**src/rtl/doc_arb_pkg.sv**
```systemverilog
// Shared definitions for the document RAM port arbiter.
//   DOC_ADDR_W / DOC_DATA_W : default document RAM geometry
//   BLANK_CHAR              : character used to blank the document
//   doc_state_e             : arbiter FSM states
//   doc_grant_e             : which requester owned the most recent grant
//   pick_grant()            : fair choice between write and read requesters
package doc_arb_pkg;

  localparam int unsigned DOC_ADDR_W = 9;
  localparam int unsigned DOC_DATA_W = 8;
  localparam logic [DOC_DATA_W-1:0] BLANK_CHAR = 8'h00;

  typedef enum logic [1:0] {
    ST_IDLE  = 2'd0,
    ST_WRITE = 2'd1,
    ST_READ  = 2'd2,
    ST_CLEAR = 2'd3
  } doc_state_e;

  typedef enum logic {
    GNT_READ  = 1'b0,
    GNT_WRITE = 1'b1
  } doc_grant_e;

  // Write wins when it is the only requester or when read owned the last grant;
  // otherwise read wins. Callers only use the result when wr or rd is high.
  function automatic doc_grant_e pick_grant(input logic       wr,
                                            input logic       rd,
                                            input doc_grant_e last);
    if (wr && (!rd || (last == GNT_READ))) begin
      return GNT_WRITE;
    end
    return GNT_READ;
  endfunction

endpackage

```
**src/rtl/doc_clear_sweeper.sv**
```systemverilog
// Address generator for the document clear sweep.
//   clk, rst : clock and synchronous active-high reset
//   step     : load the current address into the RAM port this cycle and advance
//   addr     : next sweep address to be presented to the RAM
//   last     : high while the address loaded by the previous step was the final one
module doc_clear_sweeper
  import doc_arb_pkg::*;
#(
  parameter int unsigned ADDR_W = DOC_ADDR_W
) (
  input  logic              clk,
  input  logic              rst,
  input  logic              step,
  output logic [ADDR_W-1:0] addr,
  output logic              last
);

  // addr runs one ahead of the RAM port: after the final step it has already
  // wrapped to zero, ready for the next sweep. last marks that the RAM port
  // currently shows the top address, so the owner can end the sweep.
  always_ff @(posedge clk) begin
    if (rst) begin
      addr <= '0;
      last <= 1'b0;
    end else if (step) begin
      addr <= addr + ADDR_W'(1);
      last <= (addr == '1);
    end else begin
      last <= 1'b0;
    end
  end

endmodule

```
**src/rtl/doc_port_arbiter.sv**
```systemverilog
// Single-port document RAM arbiter: serves a write requester (recognizer),
// a read requester (UART messenger) and a whole-document clear sweep.
//   clk, rst                    : clock, synchronous active-high reset
//   clr_req                     : one-cycle request to blank the document
//   clr_busy / clr_done         : clear pending-or-running / one-cycle completion pulse
//   wr_req, wr_addr, wr_data    : level write request, held until wr_ack
//   wr_ack                      : pulse in the cycle the write drives the RAM
//   rd_req, rd_addr             : level read request, held until rd_ack
//   rd_ack                      : pulse in the cycle rd_addr drives the RAM
//   rd_valid, rd_data           : read result, valid one cycle after rd_ack; data holds
//   mem_a, mem_d, mem_we        : registered RAM controls
//   mem_spo                     : combinational RAM read data for mem_a
module doc_port_arbiter
  import doc_arb_pkg::*;
#(
  parameter int unsigned       ADDR_W = DOC_ADDR_W,
  parameter int unsigned       DATA_W = DOC_DATA_W,
  parameter logic [DATA_W-1:0] BLANK  = DATA_W'(BLANK_CHAR)
) (
  input  logic              clk,
  input  logic              rst,
  input  logic              clr_req,
  output logic              clr_busy,
  output logic              clr_done,
  input  logic              wr_req,
  input  logic [ADDR_W-1:0] wr_addr,
  input  logic [DATA_W-1:0] wr_data,
  output logic              wr_ack,
  input  logic              rd_req,
  input  logic [ADDR_W-1:0] rd_addr,
  output logic              rd_ack,
  output logic              rd_valid,
  output logic [DATA_W-1:0] rd_data,
  output logic [ADDR_W-1:0] mem_a,
  output logic [DATA_W-1:0] mem_d,
  output logic              mem_we,
  input  logic [DATA_W-1:0] mem_spo
);

  doc_state_e  state_q, state_d;
  doc_grant_e  last_grant_q, last_grant_d;
  logic        clr_pending_q, clr_pending_d;

  logic [ADDR_W-1:0] mem_a_d;
  logic [DATA_W-1:0] mem_d_d;
  logic              mem_we_d;
  logic              wr_ack_d;
  logic              rd_ack_d;
  logic              rd_valid_d;
  logic [DATA_W-1:0] rd_data_d;
  logic              clr_busy_d;
  logic              clr_done_d;

  logic [ADDR_W-1:0] sweep_addr;
  logic              sweep_last;
  logic              sweep_step;

  // Every cycle spent in CLEAR consumes one sweep address, including the
  // IDLE->CLEAR transition that loads address zero.
  assign sweep_step = (state_d == ST_CLEAR);

  doc_clear_sweeper #(
    .ADDR_W(ADDR_W)
  ) u_sweeper (
    .clk  (clk),
    .rst  (rst),
    .step (sweep_step),
    .addr (sweep_addr),
    .last (sweep_last)
  );

  always_ff @(posedge clk) begin
    if (rst) begin
      state_q       <= ST_IDLE;
      last_grant_q  <= GNT_READ;
      clr_pending_q <= 1'b0;
      mem_a         <= '0;
      mem_d         <= '0;
      mem_we        <= 1'b0;
      wr_ack        <= 1'b0;
      rd_ack        <= 1'b0;
      rd_valid      <= 1'b0;
      rd_data       <= '0;
      clr_busy      <= 1'b0;
      clr_done      <= 1'b0;
    end else begin
      state_q       <= state_d;
      last_grant_q  <= last_grant_d;
      clr_pending_q <= clr_pending_d;
      mem_a         <= mem_a_d;
      mem_d         <= mem_d_d;
      mem_we        <= mem_we_d;
      wr_ack        <= wr_ack_d;
      rd_ack        <= rd_ack_d;
      rd_valid      <= rd_valid_d;
      rd_data       <= rd_data_d;
      clr_busy      <= clr_busy_d;
      clr_done      <= clr_done_d;
    end
  end

  always_comb begin
    state_d       = state_q;
    last_grant_d  = last_grant_q;
    clr_pending_d = clr_pending_q;
    clr_done_d    = 1'b0;
    rd_valid_d    = 1'b0;
    rd_data_d     = rd_data;

    case (state_q)
      ST_IDLE: begin
        // Only a registered pending clear pre-empts requesters; a clr_req in
        // this very cycle is seen from the next IDLE on.
        if (clr_pending_q) begin
          state_d = ST_CLEAR;
        end else if (wr_req || rd_req) begin
          last_grant_d = pick_grant(wr_req, rd_req, last_grant_q);
          state_d      = (last_grant_d == GNT_WRITE) ? ST_WRITE : ST_READ;
        end
      end
      ST_WRITE: begin
        state_d = ST_IDLE;
      end
      ST_READ: begin
        state_d    = ST_IDLE;
        rd_data_d  = mem_spo;
        rd_valid_d = 1'b1;
      end
      ST_CLEAR: begin
        if (sweep_last) begin
          state_d       = ST_IDLE;
          clr_pending_d = 1'b0;
          clr_done_d    = 1'b1;
        end
      end
      default: begin
        state_d = ST_IDLE;
      end
    endcase

    // A clear already pending or running absorbs further requests.
    if (clr_req && !clr_pending_q && (state_q != ST_CLEAR)) begin
      clr_pending_d = 1'b1;
    end

    // RAM controls and acks are registered, so they are loaded from the state
    // being entered; they then describe the cycle spent in that state.
    mem_a_d  = mem_a;
    mem_d_d  = mem_d;
    mem_we_d = 1'b0;
    wr_ack_d = 1'b0;
    rd_ack_d = 1'b0;
    case (state_d)
      ST_WRITE: begin
        mem_a_d  = wr_addr;
        mem_d_d  = wr_data;
        mem_we_d = 1'b1;
        wr_ack_d = 1'b1;
      end
      ST_READ: begin
        mem_a_d  = rd_addr;
        rd_ack_d = 1'b1;
      end
      ST_CLEAR: begin
        mem_a_d  = sweep_addr;
        mem_d_d  = BLANK;
        mem_we_d = 1'b1;
      end
      default: begin
      end
    endcase

    clr_busy_d = clr_pending_d || (state_d == ST_CLEAR);
  end

endmodule

```
**config.mk**
```make
export PLATFORM = sky130hd
export DESIGN_NAME = doc_port_arbiter
export DESIGN_NICKNAME = d
export VERILOG_FILES = /design/src/rtl/doc_arb_pkg.sv /design/src/rtl/doc_clear_sweeper.sv /design/src/rtl/doc_port_arbiter.sv
export SDC_FILE = /design/constraint.sdc
export NUM_CORES = 1
export LEC_CHECK = 0
export ABC_AREA = 1
export ABC_CLOCK_PERIOD_IN_PS = 2200
export CORE_MARGIN = 2
export CORE_UTILIZATION = 45
export DETAILED_ROUTE_END_ITERATION = 6
export PLACE_DENSITY = 0.8
export SKIP_LAST_GASP = 1
export SYNTH_ARGS = -nofsm -noshare
export SYNTH_HDL_FRONTEND = slang
export SYNTH_HIERARCHICAL = 1
export SYNTH_SLANG_ARGS = --single-unit
export TNS_END_PERCENT = 30
```
**constraint.sdc**
```tcl
create_clock -name clk -period 2.2 [get_ports clk]
set_clock_uncertainty 0.2 [all_clocks]
set_input_delay 0.22 -clock clk [delete_from_list [all_inputs] [get_ports clk]]
set_output_delay 0.22 -clock clk [all_outputs]
set_load 0.03 [all_outputs]
```
==> summary.txt, run 1 <==
Clocking
  – Setup bufs post-CTS: 0
  – Clock latency on the worst-skew pair: 300 ps
  – TritonCTS Buffers: 5
  – Clk root buf: clkbuf_8
  – CTS tree: built
  – Clock-pin slew on the worst setup and hold paths: 80 ps
  – Hold-fix buffers at CTS: 0
  – CTS Buffer Depth: 2
  – H-tree Lvls: 2
  – Clock sink total: 44
  – PostCTS Resize Cnt: 0

STA
  – Peak Freq: 0.526 GHz
  – RSZ-0062 raised after global routing: no
  – Worst Tran Pin Value: 371 ps
  – Max_slew headroom: 75.2%
  – Fin. max-slew vios: 0
  – Final Hold Violating Endpoints: 0
  – Setup ws final: 299 ps
  – Total Neg Setup Slack: 0 ps
  – Setup violators final: 0
  – Minimum clock period: 1900 ps
  – Fin crit share: 86.4%

Logic synthesis
  – Cells after Synth: 285
  – Synth warnings: 6
  – Synthesized area per cell: 7.11 um^2
  – Post-synthesis register bit count: 44
  – Yosys cell types: 24
  – Post-synth design cell area: 2030 um^2
  – Post-synthesis sequential area ratio: 43.5%
  – Ranking of synthesized cells by area: dfxtp_1 (43%), nand2_1 (12%), nand3_1 (7.9%)
  – Synth top area share: 43.5%
  – Synth Net Count: 326
  – Yosys top cell by area: dfxtp_1

Place
  – Hpwl dp: 3.71 mm
  – Port Buf Inserts: 69
  – Place WS: 40.6 ps
  – Placer Congestion: 0.849

Worst setup path
  – CP top delay family: buffers and inverters
  – CP Buf/Inv Count: 1
  – Worst stage delay on the critical path: 730 ps
  – CP max FO: 7
  – Crit path launch type: register
  – CP max-delay cell: clkdlybuf4s50_1
  – Worst endpoint data arrival time: 1480 ps
  – Crit path capture type: output pin
  – Kind of critical path: register to output pin
  – Crit path cell chain: clkdlybuf4s50_1
  – Req. time, crit path: 1780 ps

Worst hold path
  – Tightest Hold Check Type: input port to register

Job
  – Max_cap viols: 0

Floorplanning
  – FP Rows: 24
  – Placeable Area: 4350 um^2
  – I/O Pins: 70
  – Die area: 5050 um^2
  – Chip width: 71.1 um
  – Starting Density: 46.5%
  – Die H: 71.1 um

GRT
  – Largest net degree at the start of global routing: 25
  – GR Overflow Total: 0
  – Initial antenna violation count: 0
  – Tot GR Track Use: 21.2%
  – First-pass GRT wire length: 8.48 mm
  – Vias in the first global route: 1,905

Route
  – DR vias: 2,028
  – Wirelength per Cell: 12.2 um
  – Initial drt markers: 114
  – Vias per inst: 4.88
  – First-pass DRT Iterations: 5
  – Routed Antenna Nets: 0
  – Routed WL: 5.06 mm
  – Final routed DRC violation total: 0

Power
  – Power Dens Cells: 929 nW/um^2
  – Peak VDD IR: 0.585 mV
  – Leakage: 1.34 nW

Cells and area
  – Final net count: 404
  – Layout area overhead: 44.3%
  – Post-Route Utilization: 67.1%
  – Commonest non-fill, non-tap cells in the layout: clkdlybuf4s50_1 (69), nand2_1 (65), dfxtp_1 (44), nor2_1 (39), nand3_1 (32)
  – Fraction of layout cells with a size suffix above 1: 10.7%
  – N_diodes: 0
  – Most common cell after layout, fill and taps aside: clkdlybuf4s50_1

Outcome
  – Status: completed
==> final cells by class <==
| cell class | count | area [um^2] |
|---|---|---|
| clock buffer | 6 | 72.6 |
| clock inverter | 2 | 35.0 |
| fill | 382 | 1430 |
| inverter | 36 | 135 |
| multi-input combinational | 197 | 956 |
| sequential | 44 | 881 |
| tap | 52 | 65.1 |
| timing repair buffer | 79 | 778 |
==> worst min-delay path, delay by kind of cell <==
family | cells | cell delay (ps)
buf+inv | 1 | 390
simple gates | 2 | 110
==> worst paths after layout <==
check	depth (start not counted)	end	start	slack, ps
worst max register to register	11	u_sweeper/addr[4]	state_q[0]	330
worst min register to register	2	mem_d[3]	mem_d[3]	280
worst min-delay path	3	mem_d[1]	wr_data[1]	260
worst max-delay path	1	mem_we	state_q[0]	300
==> report_power, final <==
part           total [mW]  switching (mW)  internal (mW)  leakage [nW]
clock network       0.608           0.271          0.337        0.0552
logic                1.11           0.653          0.453         0.925
registers            1.00          0.0770          0.924         0.361
total                2.72            1.00           1.71          1.34
==> layer usage <==
layer | vias to the layer above | routed length [um] | part of all wire, % | global-route usage [%]
li1 | 1057 | - | - | -
met1 | 908 | 2200 | 44 | 26.5
met4 | 0 | 114 | 2.3 | 8.18
met2 | 53 | 2480 | 49 | 35.5
met5 | - | 0 | 0 | 0
met3 | 10 | 271 | 5.4 | 4.84
==> registers in the layout, summed over array words and instances, names as in the netlist, 2 cells and up <==
signal and count:
mem_a 9, mem_d 8, rd_data 8, state_q 2, u_sweeper/addr 9
==> cell families after synthesis <==
kind of cell | Yosys count | share of synthesized area (%)
AOI/OAI and AO/OA | 33 | 8.83
adders and majority gates | 2 | 1.24
and+or+nand+nor | 162 | 37.1
DFF | 44 | 43.5
buffers and inverters | 44 | 9.33
==> synthesized netlist by cell type <==
cell	number
clkinv_1	1
inv_2	4
nand4_1	5
nand3_2	1
o21ai_2	3
nor2_1	39
dfxtp_1	44
inv_1	31
a21oi_1	9
nand3_1	32
o21ai_0	20
buf_2	1
buf_4	2
o31ai_1	1
nand2_1	65
ha_1	2
nand2_4	2
nand2_2	5
nor2_8	2
nor3_1	6
clkbuf_1	3
nor2_2	4
buf_6	2
nor2_4	1
==> through the flow <==
stage	hold WS [ps]	cells	total power, mW	instance area, um^2
floorplan	86.9	285	1.72	2030
global placement	255	408	2.10	2820
detailed placement	263	408	2.13	2820
CTS	256	416	2.74	2920
global route	261	416	2.89	2920
finish	258	416	2.72	2920
No activity file was read; power rests on OpenSTA's default activity.
==> inputs of run 2 (changes only) <==
Settings changed: CELL_PAD_IN_SITES_DETAIL_PLACEMENT from default to 1, CELL_PAD_IN_SITES_GLOBAL_PLACEMENT from default to 1, CORE_UTILIZATION 45 to 31, CTS_CLUSTER_SIZE from default to 8, PLACE_DENSITY 0.8 to 0.79.
==> summary.txt, run 2 (same netlist as run 1, synthesis figures left out) <==
STA
  – Fin. max-slew vios: 0
  – Minimum clock period: 1980 ps
  – Peak Freq: 0.506 GHz
  – Setup violators final: 0
  – RSZ-0062 raised after global routing: no
  – Setup ws final: 222 ps
  – Max_slew headroom: 77.1%
  – Fin crit share: 89.9%
  – Final Hold Violating Endpoints: 0
  – Worst Hold Slack: 254 ps
  – Worst Tran Pin Value: 343 ps

Floorplanning
  – Die H: 84.8 um
  – Chip width: 84.8 um
  – Starting Density: 31.9%
  – I/O Pins: 70
  – FP Rows: 29
  – Die area: 7200 um^2
  – Placeable Area: 6350 um^2

Clocking
  – Clock latency on the worst-skew pair: 300 ps
  – Clk root buf: clkbuf_8
  – CTS tree: built
  – Setup bufs post-CTS: 0
  – PostCTS Resize Cnt: 0
  – Clock sink total: 44
  – H-tree Lvls: 2
  – Hold-fix buffers at CTS: 0
  – CTS Buffer Depth: 2
  – TritonCTS Buffers: 5
  – Clock-pin slew on the worst setup and hold paths: 80 ps

Place
  – Placer Congestion: 0.880
  – Place WS: -71.0 ps
  – Port Buf Inserts: 69
  – Hpwl dp: 4.57 mm
  – DP Area: 2830 um^2

Power
  – Logic pwr share: 42.1%
  – P_int: 1.62 mW
  – Power share of the sequential group: 37.8%
  – Peak VDD IR: 0.346 mV
  – Total power: 2.65 mW
  – Leakage: 1.33 nW
  – Sw Share: 39.1%
  – Psw: 1.04 mW
  – Power Dens Cells: 909 nW/um^2
  – Clock power share: 20.1%

Worst setup path
  – Crit path capture type: register
  – Req. time, crit path: 2190 ps
  – Kind of critical path: register to register
  – CP max FO: 7
  – Crit path launch type: register
  – Worst endpoint data arrival time: 1970 ps

Cells and area
  – Layout area overhead: 44.1%
  – Final net count: 403
  – FILL cells: 833
  – Fraction of layout cells with a size suffix above 1: 10.7%
  – Commonest non-fill, non-tap cells in the layout: clkdlybuf4s50_1 (69), nand2_1 (65), dfxtp_1 (44), nor2_1 (39), nand3_1 (32)
  – Post-Route Utilization: 46.0%
  – Area of the multi-input gates: 956 um^2
  – Fin area: 2920 um^2
  – Regs by FF count: mem_a (9), u_sweeper/addr (9)
  – Most common cell after layout, fill and taps aside: clkdlybuf4s50_1
  – Storage cell area: 881 um^2
  – N_diodes: 0

GRT
  – Initial antenna violation count: 0
  – First-pass GRT wire length: 10.1 mm
  – Vias in the first global route: 2,147
  – Tot GR Track Use: 17.4%
  – GR Overflow Total: 0
  – Largest net degree at the start of global routing: 27

Route
  – Routed Antenna Nets: 0
  – Vias per inst: 4.71
  – Wirelength per Cell: 13.7 um
  – DR vias: 2,072
  – Final routed DRC violation total: 0
  – First-pass DRT Iterations: 4
  – Initial drt markers: 79
  – Routed WL: 6.01 mm

Worst hold path
  – Tightest Hold Check Type: input port to register

Job
  – Max_cap viols: 0

Outcome
  – Status: completed
[run 2: cell count changes in the layout (fill, tap and decap cells not counted)]
cell	change
buf_12	-1
clkbuf_8	+1
clkinv_2	+1
bufinv_16	-1
clkbuf_1	-1
[run 2: layout make-up]
type,count,share of cell area (%)
inverters,36,4.63
clock inverters,2,0.343
clock buffers,6,2.83
multi-input cells,197,32.7
repair buffers,78,26.0
flip-flops and latches,44,30.2
well taps,77,3.30
[run 2: final timing paths]
kind / slack (ps) / endpoint / from / depth (start not counted)
min reg2reg: 270 / mem_d[2] / mem_d[2] / 2
max reg2reg: 220 / u_sweeper/addr[7] / state_q[0] / 11
min: 250 / mem_d[6] / wr_data[6] / 3
max: 220 / u_sweeper/addr[7] / state_q[0] / 11
[run 2: power by group through the flow]
stage          sequential (mW)  clock (mW)  combinational [mW]
2_1_floorplan             1.21           0               0.502
3_3_place_gp              1.02           0                1.10
3_5_place_dp              1.02           0                1.13
4_1_cts                   1.00       0.557                1.14
5_1_grt                   1.02       0.587                1.23
6_report                  1.00       0.534                1.12
[run 2: stage by stage]
step           TNS [ps]  instances
3_5_place_dp       -277        432
4_1_cts               0        440
3_3_place_gp          0        432
2_1_floorplan         0        285
5_1_grt               0        440
6_report              0        440
[run 2: routing by layer]
metal | vias up | routed length [um] | track usage [%]
met4 | 0 | 82 | 5.63
met1 | 954 | 2680 | 21.6
met3 | 7 | 274 | 3.21
met2 | 50 | 2980 | 30.4
met5 | - | 0 | 0
li1 | 1061 | - | -
[run 2: critical path: stages, from the launching register on]
cell and delay (ps):
dfxtp_1 470, nand3_1 180, nand2_2 140, nor2_2 90
nor2_8 90, nand2_1 70, inv_1 140, nand2_1 110
nor2_4 160, nand4_1 100, nand2_1 90, nor2_2 30
==> inputs of run 3 (changes only) <==
Settings changed: CAP_MARGIN from default to 20, CTS_CLUSTER_SIZE 8 to 12.
==> results of run 3 <==
Same layout as run 2: the final DEF is identical, and so are final timing and power.
